==> config.mk <==
export PLATFORM = sky130hd
export DESIGN_NAME = fetch_cycle
export DESIGN_NICKNAME = d
export VERILOG_FILES = /design/src/rtl/riscv_pipe_pkg.sv /design/src/rtl/ifid_reg.sv /design/src/rtl/fetch_cycle.sv
export SDC_FILE = /design/constraint.sdc
export NUM_CORES = 1
export LEC_CHECK = 0
export BUFFER_PORTS_ARGS = -buffer_cell sky130_fd_sc_hd__buf_2
export CELL_PAD_IN_SITES_DETAIL_PLACEMENT = 1
export CELL_PAD_IN_SITES_GLOBAL_PLACEMENT = 1
export CORE_MARGIN = 2
export CORE_UTILIZATION = 37
export CTS_CLUSTER_SIZE = 28
export DETAILED_ROUTE_END_ITERATION = 12
export PLACE_DENSITY = 0.74
export SLEW_MARGIN = 10
export SYNTH_ARGS = -nofsm -noshare
export SYNTH_HDL_FRONTEND = slang
export SYNTH_SLANG_ARGS = --single-unit
==> constraint.sdc <==
create_clock -name clock -period 2.1 [get_ports clock]
set_input_delay 0.105 -clock clock [delete_from_list [all_inputs] [get_ports clock]]
set_output_delay 0.105 -clock clock [all_outputs]
set_load 0.05 [all_outputs]
==> src/rtl/riscv_pipe_pkg.sv <==
// Shared pipeline definitions: data width, bubble encoding, reset PC and the
// fetch-stage state type.
package riscv_pipe_pkg;

  localparam int XLEN = 32;

  localparam logic [XLEN-1:0] NOP_INSTR        = 32'h0000_0013;
  localparam logic [XLEN-1:0] DEFAULT_RESET_PC = 32'h0000_0000;

  typedef enum logic [1:0] {
    S_REQ  = 2'd0,
    S_WAIT = 2'd1,
    S_HOLD = 2'd2
  } fetch_state_t;

  // Sequential successor address; wraps naturally at 2^32.
  function automatic logic [XLEN-1:0] seq_pc(input logic [XLEN-1:0] pc);
    return pc + 32'd4;
  endfunction

endpackage

==> src/rtl/ifid_reg.sv <==
// IF/ID pipeline register: flush beats stall beats load; an idle cycle
// drains to a bubble.
module ifid_reg
  import riscv_pipe_pkg::*;
(
  input  logic            clock,
  input  logic            reset_n,
  input  logic            flush_i,
  input  logic            stall_i,
  input  logic            load_i,
  input  logic [XLEN-1:0] instr_i,
  input  logic [XLEN-1:0] pc_i,
  output logic [XLEN-1:0] instr_o,
  output logic [XLEN-1:0] pc_o,
  output logic [XLEN-1:0] pc_plus4_o,
  output logic            valid_o
);

  logic [XLEN-1:0] instr_q, instr_d;
  logic [XLEN-1:0] pc_q, pc_d;
  logic [XLEN-1:0] pc4_q, pc4_d;
  logic            valid_q, valid_d;

  // Next IF/ID contents by flush / stall / load priority.
  always_comb begin
    instr_d = instr_q;
    pc_d    = pc_q;
    pc4_d   = pc4_q;
    valid_d = valid_q;
    if (flush_i) begin
      instr_d = NOP_INSTR;
      pc_d    = 32'h0000_0000;
      pc4_d   = 32'h0000_0000;
      valid_d = 1'b0;
    end else if (stall_i) begin
      instr_d = instr_q;
      pc_d    = pc_q;
      pc4_d   = pc4_q;
      valid_d = valid_q;
    end else if (load_i) begin
      instr_d = instr_i;
      pc_d    = pc_i;
      pc4_d   = seq_pc(pc_i);
      valid_d = 1'b1;
    end else begin
      instr_d = NOP_INSTR;
      pc_d    = 32'h0000_0000;
      pc4_d   = 32'h0000_0000;
      valid_d = 1'b0;
    end
  end

  // Register state, reset to the bubble.
  always_ff @(posedge clock or negedge reset_n) begin
    if (!reset_n) begin
      instr_q <= NOP_INSTR;
      pc_q    <= 32'h0000_0000;
      pc4_q   <= 32'h0000_0000;
      valid_q <= 1'b0;
    end else begin
      instr_q <= instr_d;
      pc_q    <= pc_d;
      pc4_q   <= pc4_d;
      valid_q <= valid_d;
    end
  end

  assign instr_o    = instr_q;
  assign pc_o       = pc_q;
  assign pc_plus4_o = pc4_q;
  assign valid_o    = valid_q;

endmodule

==> src/rtl/fetch_cycle.sv <==
// Instruction-fetch stage: owns the fetch PC, runs a single-outstanding
// req/gnt/rvalid memory port and feeds the IF/ID register.
module fetch_cycle
  import riscv_pipe_pkg::*;
#(
  parameter logic [XLEN-1:0] RESET_PC = DEFAULT_RESET_PC
) (
  input  logic            clock,
  input  logic            reset_n,
  input  logic            StallF,
  input  logic            StallD,
  input  logic            FlushD,
  input  logic            PCSrcE,
  input  logic [XLEN-1:0] PCTargetE,
  output logic            imem_req,
  output logic [XLEN-1:0] imem_addr,
  input  logic            imem_gnt,
  input  logic            imem_rvalid,
  input  logic [XLEN-1:0] imem_rdata,
  output logic [XLEN-1:0] InstrD,
  output logic [XLEN-1:0] PCD,
  output logic [XLEN-1:0] PCPlus4D,
  output logic            ValidD,
  output logic            FetchBusy
);

  fetch_state_t    state_q, state_d;
  logic [XLEN-1:0] pc_q, pc_d;
  logic [XLEN-1:0] hold_q, hold_d;
  logic            kill_q, kill_d;

  logic            req_s;
  logic [XLEN-1:0] addr_s;
  logic            consume_s;
  logic [XLEN-1:0] cons_data_s;
  logic            busy_s;
  logic            fresh_rsp_s;

  // A response that is neither killed nor overtaken by a redirect.
  assign fresh_rsp_s = imem_rvalid && !kill_q && !PCSrcE;

  // Memory request, consume strobe and busy flag for the current cycle.
  always_comb begin
    req_s       = 1'b0;
    addr_s      = pc_q;
    consume_s   = 1'b0;
    cons_data_s = imem_rdata;
    busy_s      = 1'b1;
    case (state_q)
      S_REQ: begin
        req_s = !StallF && !PCSrcE;
      end
      S_WAIT: begin
        // Overlapped request for the next word while consuming this one.
        addr_s = seq_pc(pc_q);
        if (fresh_rsp_s) begin
          busy_s    = 1'b0;
          consume_s = !StallD;
          req_s     = !StallD && !StallF;
        end else begin
          busy_s = 1'b1;
        end
      end
      S_HOLD: begin
        busy_s      = 1'b0;
        cons_data_s = hold_q;
        consume_s   = !StallD && !PCSrcE;
      end
      default: begin
        req_s = 1'b0;
      end
    endcase
  end

  // Next FSM state, fetch PC, kill flag and hold buffer.
  always_comb begin
    state_d = state_q;
    pc_d    = pc_q;
    kill_d  = kill_q;
    hold_d  = hold_q;
    if (PCSrcE) begin
      pc_d = PCTargetE;
      case (state_q)
        S_WAIT: begin
          if (imem_rvalid) begin
            state_d = S_REQ;
            kill_d  = 1'b0;
          end else begin
            kill_d = 1'b1;
          end
        end
        S_HOLD:  state_d = S_REQ;
        default: state_d = state_q;
      endcase
    end else begin
      case (state_q)
        S_REQ: begin
          if (req_s && imem_gnt) begin
            state_d = S_WAIT;
          end else begin
            state_d = S_REQ;
          end
        end
        S_WAIT: begin
          if (imem_rvalid && kill_q) begin
            state_d = S_REQ;
            kill_d  = 1'b0;
          end else if (consume_s) begin
            pc_d    = seq_pc(pc_q);
            state_d = (req_s && imem_gnt) ? S_WAIT : S_REQ;
          end else if (imem_rvalid) begin
            hold_d  = imem_rdata;
            state_d = S_HOLD;
          end else begin
            state_d = S_WAIT;
          end
        end
        S_HOLD: begin
          if (consume_s) begin
            pc_d    = seq_pc(pc_q);
            state_d = S_REQ;
          end else begin
            state_d = S_HOLD;
          end
        end
        default: state_d = S_REQ;
      endcase
    end
  end

  // Fetch-side state registers.
  always_ff @(posedge clock or negedge reset_n) begin
    if (!reset_n) begin
      state_q <= S_REQ;
      pc_q    <= RESET_PC;
      kill_q  <= 1'b0;
      hold_q  <= NOP_INSTR;
    end else begin
      state_q <= state_d;
      pc_q    <= pc_d;
      kill_q  <= kill_d;
      hold_q  <= hold_d;
    end
  end

  assign imem_req  = req_s && reset_n;
  assign imem_addr = addr_s;
  assign FetchBusy = busy_s;

  ifid_reg u_ifid (
    .clock      (clock),
    .reset_n    (reset_n),
    .flush_i    (FlushD),
    .stall_i    (StallD),
    .load_i     (consume_s),
    .instr_i    (cons_data_s),
    .pc_i       (pc_q),
    .instr_o    (InstrD),
    .pc_o       (PCD),
    .pc_plus4_o (PCPlus4D),
    .valid_o    (ValidD)
  );

endmodule

* Word-level counts from Yosys, hierarchy flattened
Cells that the tools add are included.
Storage, ports and cells: flip-flop bits (word level) 164, word-level logic and storage cells 75, output and inout port bits 131
Cells by class: $add $sub $neg 1, reduce and logical (&&, ||, !) cells 19, bitwise gates (word level) 3, equal/unequal tests 6, muxes and demuxes 38
Operators by type and width (number):
- 32-bit two-way mux | 14
- 32-bit case mux with 2 select lines | 1
- 32-bit by 3-bit adder with 32-bit output (second input constant) | 1
- 1-bit two-way mux | 12
- 2-bit two-way mux | 6
- 1-bit logical AND | 8
- 3-bit inequality test (second input constant) | 2
- 1-bit case mux with 2 select lines | 3
- 2-bit case mux with 3 select lines | 1
- 2-bit AND reduction | 3
- 5-bit AND reduction | 1
- 1-bit zero test | 4
- 2-bit case mux with 2 select lines | 1
- 3-bit by 1-bit inequality test with 1-bit output (second input constant) | 1
- 1-bit NOT | 3
- 3-bit nonzero test | 1
- 2-bit by 1-bit == test with 1-bit output (second input constant) | 1
- 2-bit == test (second input constant) | 1
- 2-bit zero test | 1
- 2-bit by 1-bit inequality test with 1-bit output (second input constant) | 1
- 2-bit nonzero test | 1

* Logic depth before layout (Yosys ltp)
Gate-level depths: netlist (run 1).
depth in word-level cells 11, gate-level depth with buffers 10

* Modules after synthesis
Synthesis (run 1) repeated with hierarchy kept, for this count alone.
Second synthesis, totals: cell total of the unflattened synthesis 752, area, all modules 8237.9 µm²
Modules (own cells, without submodules):
- fetch_cycle | cells each 427, times used 1, area an instance 4275.4 µm²
- ifid_reg | cells each 325, times used 1, area an instance 3962.6 µm²

* Worst setup path after synthesis (run 1)
OpenSTA, ideal clock, no wires.
kind reg2out, from reg pc_q[9], to out imem_addr[26], required time 1995 ps, data arrival time 2546 ps, cell stages (with the launch flop) 9, setup slack -551 ps, path buffers 3, path through dfrtp_1 buf_4 and4_1 buf_6 and3_2 buf_2 nor2b_1 a21oi_1 a211oi_1
Between the ends: cells in the longest elaborated chain, start to end 2
RTL lines:
- start: declaration | line fetch_cycle.sv:28 | logic [XLEN-1:0] pc_q, pc_d;
- start signal: assignment | line fetch_cycle.sv:140 | pc_q <= pc_d;
- 32-bit by 3-bit adder with 32-bit output | line riscv_pipe_pkg.sv:18 | return pc + 32'd4;
- 32-bit two-way mux | line fetch_cycle.sv:49 | case (state_q)
- end: declaration | line fetch_cycle.sv:16 | output logic [XLEN-1:0] imem_addr,
Every way passes these cells.

* Worst setup path after layout (run 1)
from reg pc_q[8], to out imem_addr[15]
Same word-level chain as after synthesis.

==> results of run 1 <==
-- worst max path at each step --
stage / from / end / cells past startpoint
after floorplan: pc_q[11]$_DFFE_PN0P_ / imem_addr[26] / 7
after global placement: state_q[1]$_DFFE_PN0P_ / imem_addr[20] / 8
after detailed placement: state_q[1]$_DFFE_PN0P_ / imem_addr[20] / 8
after CTS: pc_q[2]$_DFFE_PN0P_ / imem_addr[26] / 9
after global routing: pc_q[8]$_DFFE_PN0P_ / imem_addr[15] / 8
final: pc_q[8]$_DFFE_PN0P_ / imem_addr[15] / 8
-- power groups by stage --
stage	Combinational, uW	Clock [uW]	Sequential (uW)
floorplan	1980	0	4010
global placement	2960	0	3920
detailed placement	3020	0	3960
CTS	3440	3190	3910
global route	4290	3370	4020
finish	4130	3210	3980
-- metrics by stage --
step / instances / util / instance area (sq um)
after floorplan: 793 / - / 8194
after CTS: 1380 / 0.5433 / 11490
after detailed placement: 1269 / 0.4653 / 9843
after global routing: 1425 / 0.5834 / 12340
after global placement: 1269 / 0.4653 / 9843
final: 1425 / 0.5834 / 12340
-- state kept, by name, indices dropped and copies added, names as in the netlist --
name and flops:
hold_q 32, pc_q 32, u_ifid.instr_o 32, u_ifid.pc_o 32
u_ifid.pc_plus4_o 30, state_q 2, kill_q 1, u_ifid.valid_o 1
-- cell usage in the layout, fill, tap and decap left out, drive strengths merged, types with 3 or more instances in the layout --
master | Yosys | final
a21oi | 29 | 29
a22o | 29 | 29
a311oi | 9 | 9
and3 | 10 | 10
and4 | 5 | 5
buf | 44 | 345
clkbuf | 35 | 22
clkinv | 0 | 5
dfrtp | 156 | 156
dfstp | 6 | 6
dlygate4sd3 | 0 | 54
ha | 5 | 5
inv | 11 | 20
mux2 | 35 | 35
mux2i | 32 | 32
nand2 | 111 | 111
nand2b | 4 | 4
nand3 | 20 | 20
nand4 | 17 | 17
nor2 | 36 | 36
nor3 | 13 | 13
nor4 | 6 | 6
o21a | 4 | 4
o21ai | 76 | 76
o21ba | 3 | 3
o221a | 4 | 4
o22ai | 6 | 6
or2 | 3 | 3
xnor2 | 39 | 39
xor2 | 16 | 16
-- kinds of logic after synthesis --
logic type | synth area share
AND/OR/NAND/NOR | 0.1382
AO/OA/AOI/OAI | 0.1442
flip-flops | 0.5062
buffers and inverters | 0.05458
multiplexers | 0.08904
XOR/XNOR | 0.06003
adder cells (fa/ha/maj) | 0.007797
-- what timing repair did --
action	CTS	global route
pin swaps	20	46
setup buffers	25	37
endpoints found under the hold margin	110	0
gates resized for setup	99	108
hold buffers	54	0
setup endpoints to repair	29	110
gates cloned	0	9
-- metal layers --
| metal | vias to the layer above | wire length, um | GRT usage |
|---|---|---|---|
| li1 | 3467 | - | - |
| met2 | 448 | 17900 | 0.4477 |
| met1 | 4221 | 14030 | 0.3355 |
| met3 | 142 | 2297 | 0.05361 |
| met5 | - | 0 | 0 |
| met4 | 0 | 1922 | 0.09346 |
-- final cells by class --
cell class	count	area (sq um)	area share
timing repair buffer	404	3131	0.2537
inverter	11	46.29	0.003751
sequential	162	4066	0.3295
clock buffer	17	425.4	0.03447
multi-input combinational	541	4167	0.3376
clock inverter	15	162.7	0.01318
tap	275	344.1	0.02788
-- worst reg2reg max path, cell delays in order, from the launching register on --
cell,delay (ns)
dfrtp_1,0.42
buf_4,0.16
inv_4,0.05
ha_2,0.22
a21boi_1,0.34
o21a_4,0.36
nor2_4,0.10
buf_6,0.17
a21oi_1,0.25
o21ba_2,0.17
==> results.sh, run 1 <==
export IMPL_status="complete, but fails checks"
export IMPL_violations="setup timing"
export IMPL_place_hpwl_um=19200
export IMPL_setup_viol=93
export IMPL_yosysSeqAreaShare=0.5062
export IMPL_grt_pass1_vias=8071
export IMPL_die_h_um=151.3
export IMPL_syn_num_nets=870
export IMPL_cpMostUsedCell="buf_6"
export IMPL_power_uw=11310
export IMPL_gp_congestion=0.8819
export IMPL_globalRouteOverflowTotal=0
export IMPL_final_hold_violation_count=0
export IMPL_crit_path_max_fanout=5
export IMPL_fin_skew_ns=0.02040
export IMPL_worstSetupEndpointType="output pin"
export IMPL_numPortBuffers=202
export IMPL_worst_slack_ns=-0.3394
export IMPL_crit_slowest_cell="dfrtp_1"
export IMPL_synthArstFlopShare=1.000
export IMPL_synth_seq_cells=162
export IMPL_fin_worst_hold_slack_ns=0.004174
export IMPL_io_pins=203
export IMPL_avgSynthCellArea_sq_um=10.12
export IMPL_rows=53
export IMPL_r2r_slack_ns=-0.20
export IMPL_holdPathEnd="pc_q[22]$_DFFE_PN0P_"
export IMPL_ir_drop_mv=0.4325
export IMPL_arrival_ns=2.33
export IMPL_r2r_cells=9
export IMPL_antenna_cells=0
export IMPL_antenna_found_initial=0
export IMPL_min_path_cells=3
export IMPL_drt_initial_drc_count=724
export IMPL_post_route_min_period_ns=2.439
export IMPL_crit_chain="buf_6 > nand4_1 > nor3_2 > buf_4 > nand2_1 > nor2_1 > xor2_2 > buf_6"
export IMPL_min_path_type="in -> reg"
export IMPL_critical_path_class="reg -> out"
export IMPL_grt_max_degree=67
export IMPL_final_fill_count=2270
export IMPL_power_leakage_uw=0.005817
export IMPL_nets=1214
export IMPL_pwr_share_comb=0.365
export IMPL_cts_htree_levels=4
export IMPL_rsz0062_at_grt="yes"
export IMPL_fmax_mhz=409.9
export IMPL_yosysMostFrequentCell="dfrtp_1"
export IMPL_tritoncts="built"
export IMPL_netlist_top_cells_area="dfrtp_1 (49%), nand2_1 (5.2%), mux2_2 (4.9%)"
export IMPL_syn_to_final_growth_pct=53.81
export IMPL_post_place_ws_ns=-0.05830
export IMPL_routed_via_count=8278
export IMPL_drcViolationCount=0
export IMPL_ys_warn_count=0
export IMPL_yosysUniqueCellTypes=58
export IMPL_cts_buffer_depth=2
export IMPL_synth_edff_count=0
export IMPL_clk_latency_ns=0.45
export IMPL_synth_commonest_cells="dfrtp_1 (156), nand2_1 (111), o21ai_0 (75)"
export IMPL_relSlewSlack=0.5648
export IMPL_routed_via_density=5.809
export IMPL_grtUsageTotal=0.2642
export IMPL_cts_clk_slew_worst_paths_ns=0.09
export IMPL_pwr_share_clk=0.284
export IMPL_p_seq_frac=0.352
export IMPL_fin_crit_sh=1.162
export IMPL_grt_pass1_wl_um=45940
export IMPL_path_buf_inv=3
export IMPL_crit_path_start_kind="register"
export IMPL_core_area_sq_um=21150
export IMPL_max_stage_delay_ns=0.45
export IMPL_yosys_area_top_type_share=0.4865
export IMPL_die_w_um=151.3
export IMPL_cp_required_ns=2.00
export IMPL_synth_largest_area_cell="dfrtp_1"
export IMPL_worst_pin_slew_ns=0.6528
export IMPL_cts_buffers=17
export IMPL_first_pass_iters=7
export IMPL_wl_um=36150
export IMPL_crit_family="simple AND/OR/NAND/NOR gates"
export IMPL_synth_ff_type="dfrtp_1"
export IMPL_antenna_left=0
export IMPL_intPower_uw=6983
export IMPL_finalMaxSlewViolations=0
export IMPL_syn_area_sq_um=8024
export IMPL_drive_gt1_frac=0.4670
export IMPL_initial_core_util=0.3793
export IMPL_rr_startpoint="state_q[0]$_DFFE_PN0P_"
export IMPL_switching_power_uw=4330
export IMPL_cts_num_sinks=162
export IMPL_drv_cap=0
export IMPL_wl_per_cell_um=25.37
export IMPL_r2r_end="pc_q[21]$_DFFE_PN0P_"
export IMPL_switching_share=0.3828
export IMPL_power_density_nw_per_um2=916.7
export IMPL_dieArea_sq_um=22880
export IMPL_cts_root_buf="clkbuf_16"
export IMPL_postSynthCellCount=793
export IMPL_worstHoldStart="PCTargetE[22]"
export IMPL_tns_ns=-10.93
(Power assumes the default switching activity.)
==> inputs of run 2 (changes only) <==
--- a/config.mk
+++ b/config.mk
@@ -9,10 +9,11 @@
 export CELL_PAD_IN_SITES_DETAIL_PLACEMENT = 1
 export CELL_PAD_IN_SITES_GLOBAL_PLACEMENT = 1
 export CORE_MARGIN = 2
-export CORE_UTILIZATION = 37
+export CORE_UTILIZATION = 38
+export CTS_BUF_LIST = sky130_fd_sc_hd__clkbuf_4 sky130_fd_sc_hd__clkbuf_8
 export CTS_CLUSTER_SIZE = 28
 export DETAILED_ROUTE_END_ITERATION = 12
-export PLACE_DENSITY = 0.74
+export PLACE_DENSITY = 0.76
 export SLEW_MARGIN = 10
 export SYNTH_ARGS = -nofsm -noshare
 export SYNTH_HDL_FRONTEND = slang
==> results.sh, run 2 (same netlist as run 1, synthesis figures left out) <==
export IMPL_status="complete, but fails checks"
export IMPL_violations="setup timing"
export IMPL_worstHoldStart="PCTargetE[23]"
export IMPL_fmax_mhz=408.3
export IMPL_fin_skew_ns=0.02119
export IMPL_final_hold_violation_count=0
export IMPL_worst_slack_ns=-0.3493
export IMPL_drive_gt1_frac=0.4655
export IMPL_grt_pass1_wl_um=47050
export IMPL_tritoncts="built"
export IMPL_grtUsageTotal=0.2764
export IMPL_rsz0062_at_grt="yes"
export IMPL_wl_um=36990
export IMPL_dieArea_sq_um=22290
export IMPL_place_area_sq_um=9841
export IMPL_wl_per_cell_um=25.81
export IMPL_power_density_nw_per_um2=866.3
export IMPL_cp_required_ns=2.00
export IMPL_cts_buffers=17
export IMPL_drt_initial_drc_count=547
export IMPL_crit_path_start_kind="register"
export IMPL_initial_core_util=0.3841
export IMPL_utilization=0.5880
export IMPL_routed_via_density=5.762
export IMPL_first_pass_iters=5
export IMPL_io_pins=203
export IMPL_finalMaxSlewViolations=0
export IMPL_syn_to_final_growth_pct=53.08
export IMPL_power_uw=10640
export IMPL_worstSetupEndpointType="output pin"
export IMPL_crit_path_max_fanout=5
export IMPL_numPortBuffers=202
export IMPL_worst_pin_slew_ns=0.7042
export IMPL_rr_startpoint="state_q[1]$_DFFE_PN0P_"
export IMPL_die_h_um=149.3
export IMPL_crit_chain="ha_4 > and3_4 > buf_4 > nand4_1 > nor3_4 > a211oi_2 > buf_6"
export IMPL_drv_cap=0
export IMPL_antenna_found_initial=0
export IMPL_gp_congestion=0.8790
export IMPL_crit_slowest_cell="dfrtp_1"
export IMPL_cts_clk_slew_worst_paths_ns=0.11
export IMPL_post_route_min_period_ns=2.449
export IMPL_post_place_ws_ns=-0.1303
export IMPL_setup_viol=95
export IMPL_nets=1222
export IMPL_min_path_type="in -> reg"
export IMPL_mostFrequentLayoutCells="buf_2 (172), dfrtp_1 (149), buf_4 (106)"
export IMPL_ir_drop_mv=0.4664
export IMPL_final_common_cell="buf_2"
export IMPL_cts_num_sinks=162
export IMPL_die_w_um=149.3
export IMPL_critical_path_class="reg -> out"
export IMPL_crit_path_start="pc_q[3]$_DFFE_PN0P_"
export IMPL_fin_crit_sh=1.166
export IMPL_final_area_sq_um=12280
export IMPL_grt_max_degree=107
export IMPL_antenna_left=0
export IMPL_grt_pass1_vias=8186
export IMPL_cts_htree_levels=4
export IMPL_place_hpwl_um=19040
export IMPL_core_area_sq_um=20890
export IMPL_arrival_ns=2.34
export IMPL_clk_latency_ns=0.49
export IMPL_drcViolationCount=0
export IMPL_cts_buffer_depth=2
export IMPL_rows=53
export IMPL_globalRouteOverflowTotal=0
export IMPL_cts_root_buf="clkbuf_8"
export IMPL_routed_via_count=8257
export IMPL_max_stage_delay_ns=0.47
export IMPL_power_leakage_uw=0.005744
export IMPL_r2r_slack_ns=-0.29
export IMPL_multiInputGateArea_sq_um=4212
export IMPL_antenna_cells=0
export IMPL_relSlewSlack=0.5305
export IMPL_final_fill_count=2280
export IMPL_seq_area_sq_um=4070
-- run 2: cell types whose count changed in the layout (fill, tap and decap cells not counted), sizes merged --
| cell | delta |
|---|---|
| clkbuf | -2 |
| buf | -3 |
| inv | -1 |
| dlygate4sd3 | +13 |
| clkinv | -1 |
| bufinv | +2 |
-- run 2: routing by layer --
metal / vias up / routed length (um) / global-route usage
met5: - / 0 / 0
met4: 0 / 1923 / 0.09571
met3: 151 / 2558 / 0.04954
met2: 460 / 18360 / 0.4846
met1: 4172 / 14150 / 0.3434
li1: 3474 / - / -
-- run 2: final timing paths --
path                                                          end  cells after the start
worst max-delay path                                imem_addr[26]                      7
worst min-delay path                         pc_q[23]$_DFFE_PN0P_                      3
worst max register to register   u_ifid.pc_plus4_o[4]$_DFFE_PN0P_                      8
worst min register to register  u_ifid.pc_plus4_o[29]$_DFFE_PN0P_                      2
max in group asynchronous                    pc_q[27]$_DFFE_PN0P_                      3
min in group asynchronous                     pc_q[6]$_DFFE_PN0P_                      2
-- run 2: layout make-up --
cell class / instances / area share
Multi-Input combinational cell: 541 / 0.3429
Sequential cell: 162 / 0.3314
Timing Repair Buffer: 412 / 0.2596
Tap cell: 275 / 0.02801
Clock buffer: 17 / 0.01905
Clock inverter: 15 / 0.01559
Inverter: 11 / 0.003565
-- run 2: metrics by stage --
stage	TNS [ns]	hold slack [ns]	std cells
3_3_place_gp	-0.09197	-0.003002	1272
2_1_floorplan	-0.08358	-0.1906	793
3_5_place_dp	-4.142	-0.002765	1272
6_report	-8.403	0.03542	1433
4_1_cts	-2.588	0.01006	1404
5_1_grt	-16.20	0.02229	1433
-- run 2: repair_timing --
action                                 in CTS  in global routing
pin swaps                                  28                 45
setup buffers                              34                 24
hold buffers                               66                  1
cloned                                      0                  7
endpoints found under the hold margin     251                  1
resized for setup                         115                 98
setup endpoints to repair                 111                164
-- run 2: power breakdown --
part	total, uW	internal (uW)	leakage, uW	switching, uW
logic	4100	1760	0.00343	2350
registers	3970	3610	0.00210	363
clock network	2570	1120	0.000213	1450
-- run 2: worst max-delay path, delay by kind of cell, from the launching register on --
family,cells,cell delay [ns]
flip-flops,1,0.47
AND/OR/NAND/NOR,3,0.74
AO/OA/AOI/OAI,1,0.14
buffers and inverters,2,0.31
adder cells (fa/ha/maj),1,0.19
==> inputs of run 3 (changes only) <==
--- a/config.mk
+++ b/config.mk
@@ -13,6 +13,7 @@
 export CTS_BUF_LIST = sky130_fd_sc_hd__clkbuf_4 sky130_fd_sc_hd__clkbuf_8
 export CTS_CLUSTER_SIZE = 28
 export DETAILED_ROUTE_END_ITERATION = 12
+export GPL_TIMING_DRIVEN = 0
 export PLACE_DENSITY = 0.76
 export SLEW_MARGIN = 10
 export SYNTH_ARGS = -nofsm -noshare
==> constraint.sdc (replaced) <==
create_clock -name clock -period 2.1 [get_ports clock]
set_input_delay 0 -clock clock [delete_from_list [all_inputs] [get_ports clock]]
set_output_delay 0 -clock clock [all_outputs]
set_load 0.01 [all_outputs]
==> results.sh, run 3 (same netlist as run 1, synthesis figures left out) <==
export IMPL_status="complete, but fails checks"
export IMPL_violations="setup timing"
export IMPL_arrival_ns=2.42
export IMPL_die_w_um=149.3
export IMPL_fin_worst_hold_slack_ns=0.01956
export IMPL_wl_um=37030
export IMPL_min_path_type="in -> async"
export IMPL_dp_cells=1270
export IMPL_utilization=0.6019
export IMPL_first_pass_iters=5
export IMPL_wl_per_cell_um=25.11
export IMPL_fmax_mhz=414.0
export IMPL_cp_required_ns=2.10
export IMPL_fin_skew_ns=0.02459
export IMPL_relSlewSlack=0.3717
export IMPL_clk_latency_ns=0.51
export IMPL_power_uw=10240
export IMPL_nets=1264
export IMPL_critical_path_class="reg -> out"
export IMPL_mostFrequentLayoutCells="buf_2 (203), dfrtp_1 (152), nand2_1 (97)"
export IMPL_crit_chain="buf_4 > and3_2 > nand4_1 > nor2b_2 > nand2_1 > xnor2_1 > buf_2"
export IMPL_antenna_cells=0
export IMPL_crit_path_max_fanout=8
export IMPL_rsz0062_at_grt="yes"
export IMPL_cts_root_buf="clkbuf_8"
export IMPL_fin_crit_sh=1.150
export IMPL_core_area_sq_um=20890
export IMPL_post_route_min_period_ns=2.415
export IMPL_crit_path_start_kind="register"
export IMPL_syn_to_final_growth_pct=56.70
export IMPL_grt_pass1_vias=8137
export IMPL_die_h_um=149.3
export IMPL_numPortBuffers=201
export IMPL_grt_use_met3=0.05352
export IMPL_tritoncts="built"
export IMPL_setup_viol=102
export IMPL_routed_via_density=5.770
export IMPL_gr_usage_met1=0.3566
export IMPL_final_fill_count=2259
export IMPL_finalMaxSlewViolations=0
export IMPL_worst_slack_ns=-0.3152
export IMPL_drv_cap=0
export IMPL_grtUsageTotal=0.2750
export IMPL_post_place_ws_ns=-0.6311
export IMPL_worst_pin_slew_ns=0.9425
export IMPL_met2_usage=0.4581
export IMPL_dieArea_sq_um=22290
export IMPL_place_hpwl_um=19470
export IMPL_grt_pass1_wl_um=46260
export IMPL_power_density_nw_per_um2=814.2
export IMPL_initial_core_util=0.3841
export IMPL_routed_via_count=8511
export IMPL_drt_initial_drc_count=586
export IMPL_cts_clk_slew_worst_paths_ns=0.10
export IMPL_crit_slowest_cell="dfrtp_1"
export IMPL_antenna_found_initial=0
export IMPL_cts_buffer_depth=2
export IMPL_cts_num_sinks=162
export IMPL_grt_busiest_layer="met2"
export IMPL_worstSetupEndpointType="output pin"
export IMPL_gp_congestion=0.8814
export IMPL_antenna_left=0
export IMPL_rows=53
export IMPL_power_leakage_uw=0.005864
export IMPL_io_pins=203
export IMPL_drive_gt1_frac=0.4758
export IMPL_cts_htree_levels=4
export IMPL_ir_drop_mv=0.3936
export IMPL_drcViolationCount=0
export IMPL_cts_buffers=17
export IMPL_fin_cells=1475
export IMPL_grt_max_degree=94
export IMPL_final_common_cell="buf_2"
export IMPL_max_stage_delay_ns=0.36
export IMPL_globalRouteOverflowTotal=0
export IMPL_final_hold_violation_count=0
[run 3: cell types whose count changed in the layout (fill, tap and decap cells not counted), moves of 12 or more]
| cell | previous run | this run |
|---|---|---|
| o21ai_0 | 69 | 27 |
| o21ai_1 | 5 | 41 |
| buf_2 | 172 | 203 |
| buf_4 | 106 | 91 |
| buf_6 | 56 | 44 |
[run 3: layout make-up]
class	count	area [sq um]	share of cell area
buffer	71	659.4	0.05244
clock buffer	18	247.7	0.01970
multi-input combinational	542	4248	0.3378
sequential	162	4066	0.3234
clock inverter	14	161.4	0.01284
inverter	11	41.29	0.003284
timing repair buffer	382	2805	0.2231
tap	275	344.1	0.02737
[run 3: report_power, final]
part / switching [uW] / internal (uW)
clock network: 1450 / 1030
logic: 1990 / 1860
registers: 297 / 3610
total: 3740 / 6500
[run 3: worst paths after layout]
kind	startpoint	to	slack (ns)	cells past startpoint
max	pc_q[7]$_DFFE_PN0P_	imem_addr[24]	-0.32	7
min	reset_n	u_ifid.pc_o[1]$_DFFE_PN0P_	0.02	2
max reg2reg	pc_q[10]$_DFFE_PN0P_	pc_q[15]$_DFFE_PN0P_	-0.30	9
min reg2reg	u_ifid.instr_o[20]$_DFFE_PN0P_	u_ifid.instr_o[20]$_DFFE_PN0P_	0.49	2
max in group asynchronous	reset_n	pc_q[3]$_DFFE_PN0P_	1.13	3
min in group clock	PCSrcE	pc_q[29]$_DFFE_PN0P_	0.13	3
[run 3: metrics by stage]
step           setup TNS, ns  area, sq um
2_1_floorplan              0         8024
3_3_place_gp         -318.00         9374
3_5_place_dp          -65.66         9412
4_1_cts               -1.141        11390
5_1_grt               -18.63        12570
6_report              -9.429        12570
[run 3: what timing repair did]
action                                 4_1_cts  5_1_grt
endpoints found under the hold margin      180        0
resized for setup                          138      225
pin swaps                                   35       61
setup endpoints to repair                  188      183
cloned                                       0       10
buffers inserted                            49       49
hold buffers                                73        0
[run 3: per-layer routing]
layer | part of all wire | up-vias
met1 | 0.39 | 4317
met4 | 0.055 | 0
met2 | 0.49 | 478
met3 | 0.070 | 153
li1 | - | 3563
met5 | 0 | -
[run 3: critical path: cells and delay by family, from the launching register on]
kind | cells | cell delay [ns]
flops | 1 | 0.36
simple gates | 4 | 0.93
xor+xnor | 1 | 0.25
buf+inv | 2 | 0.37
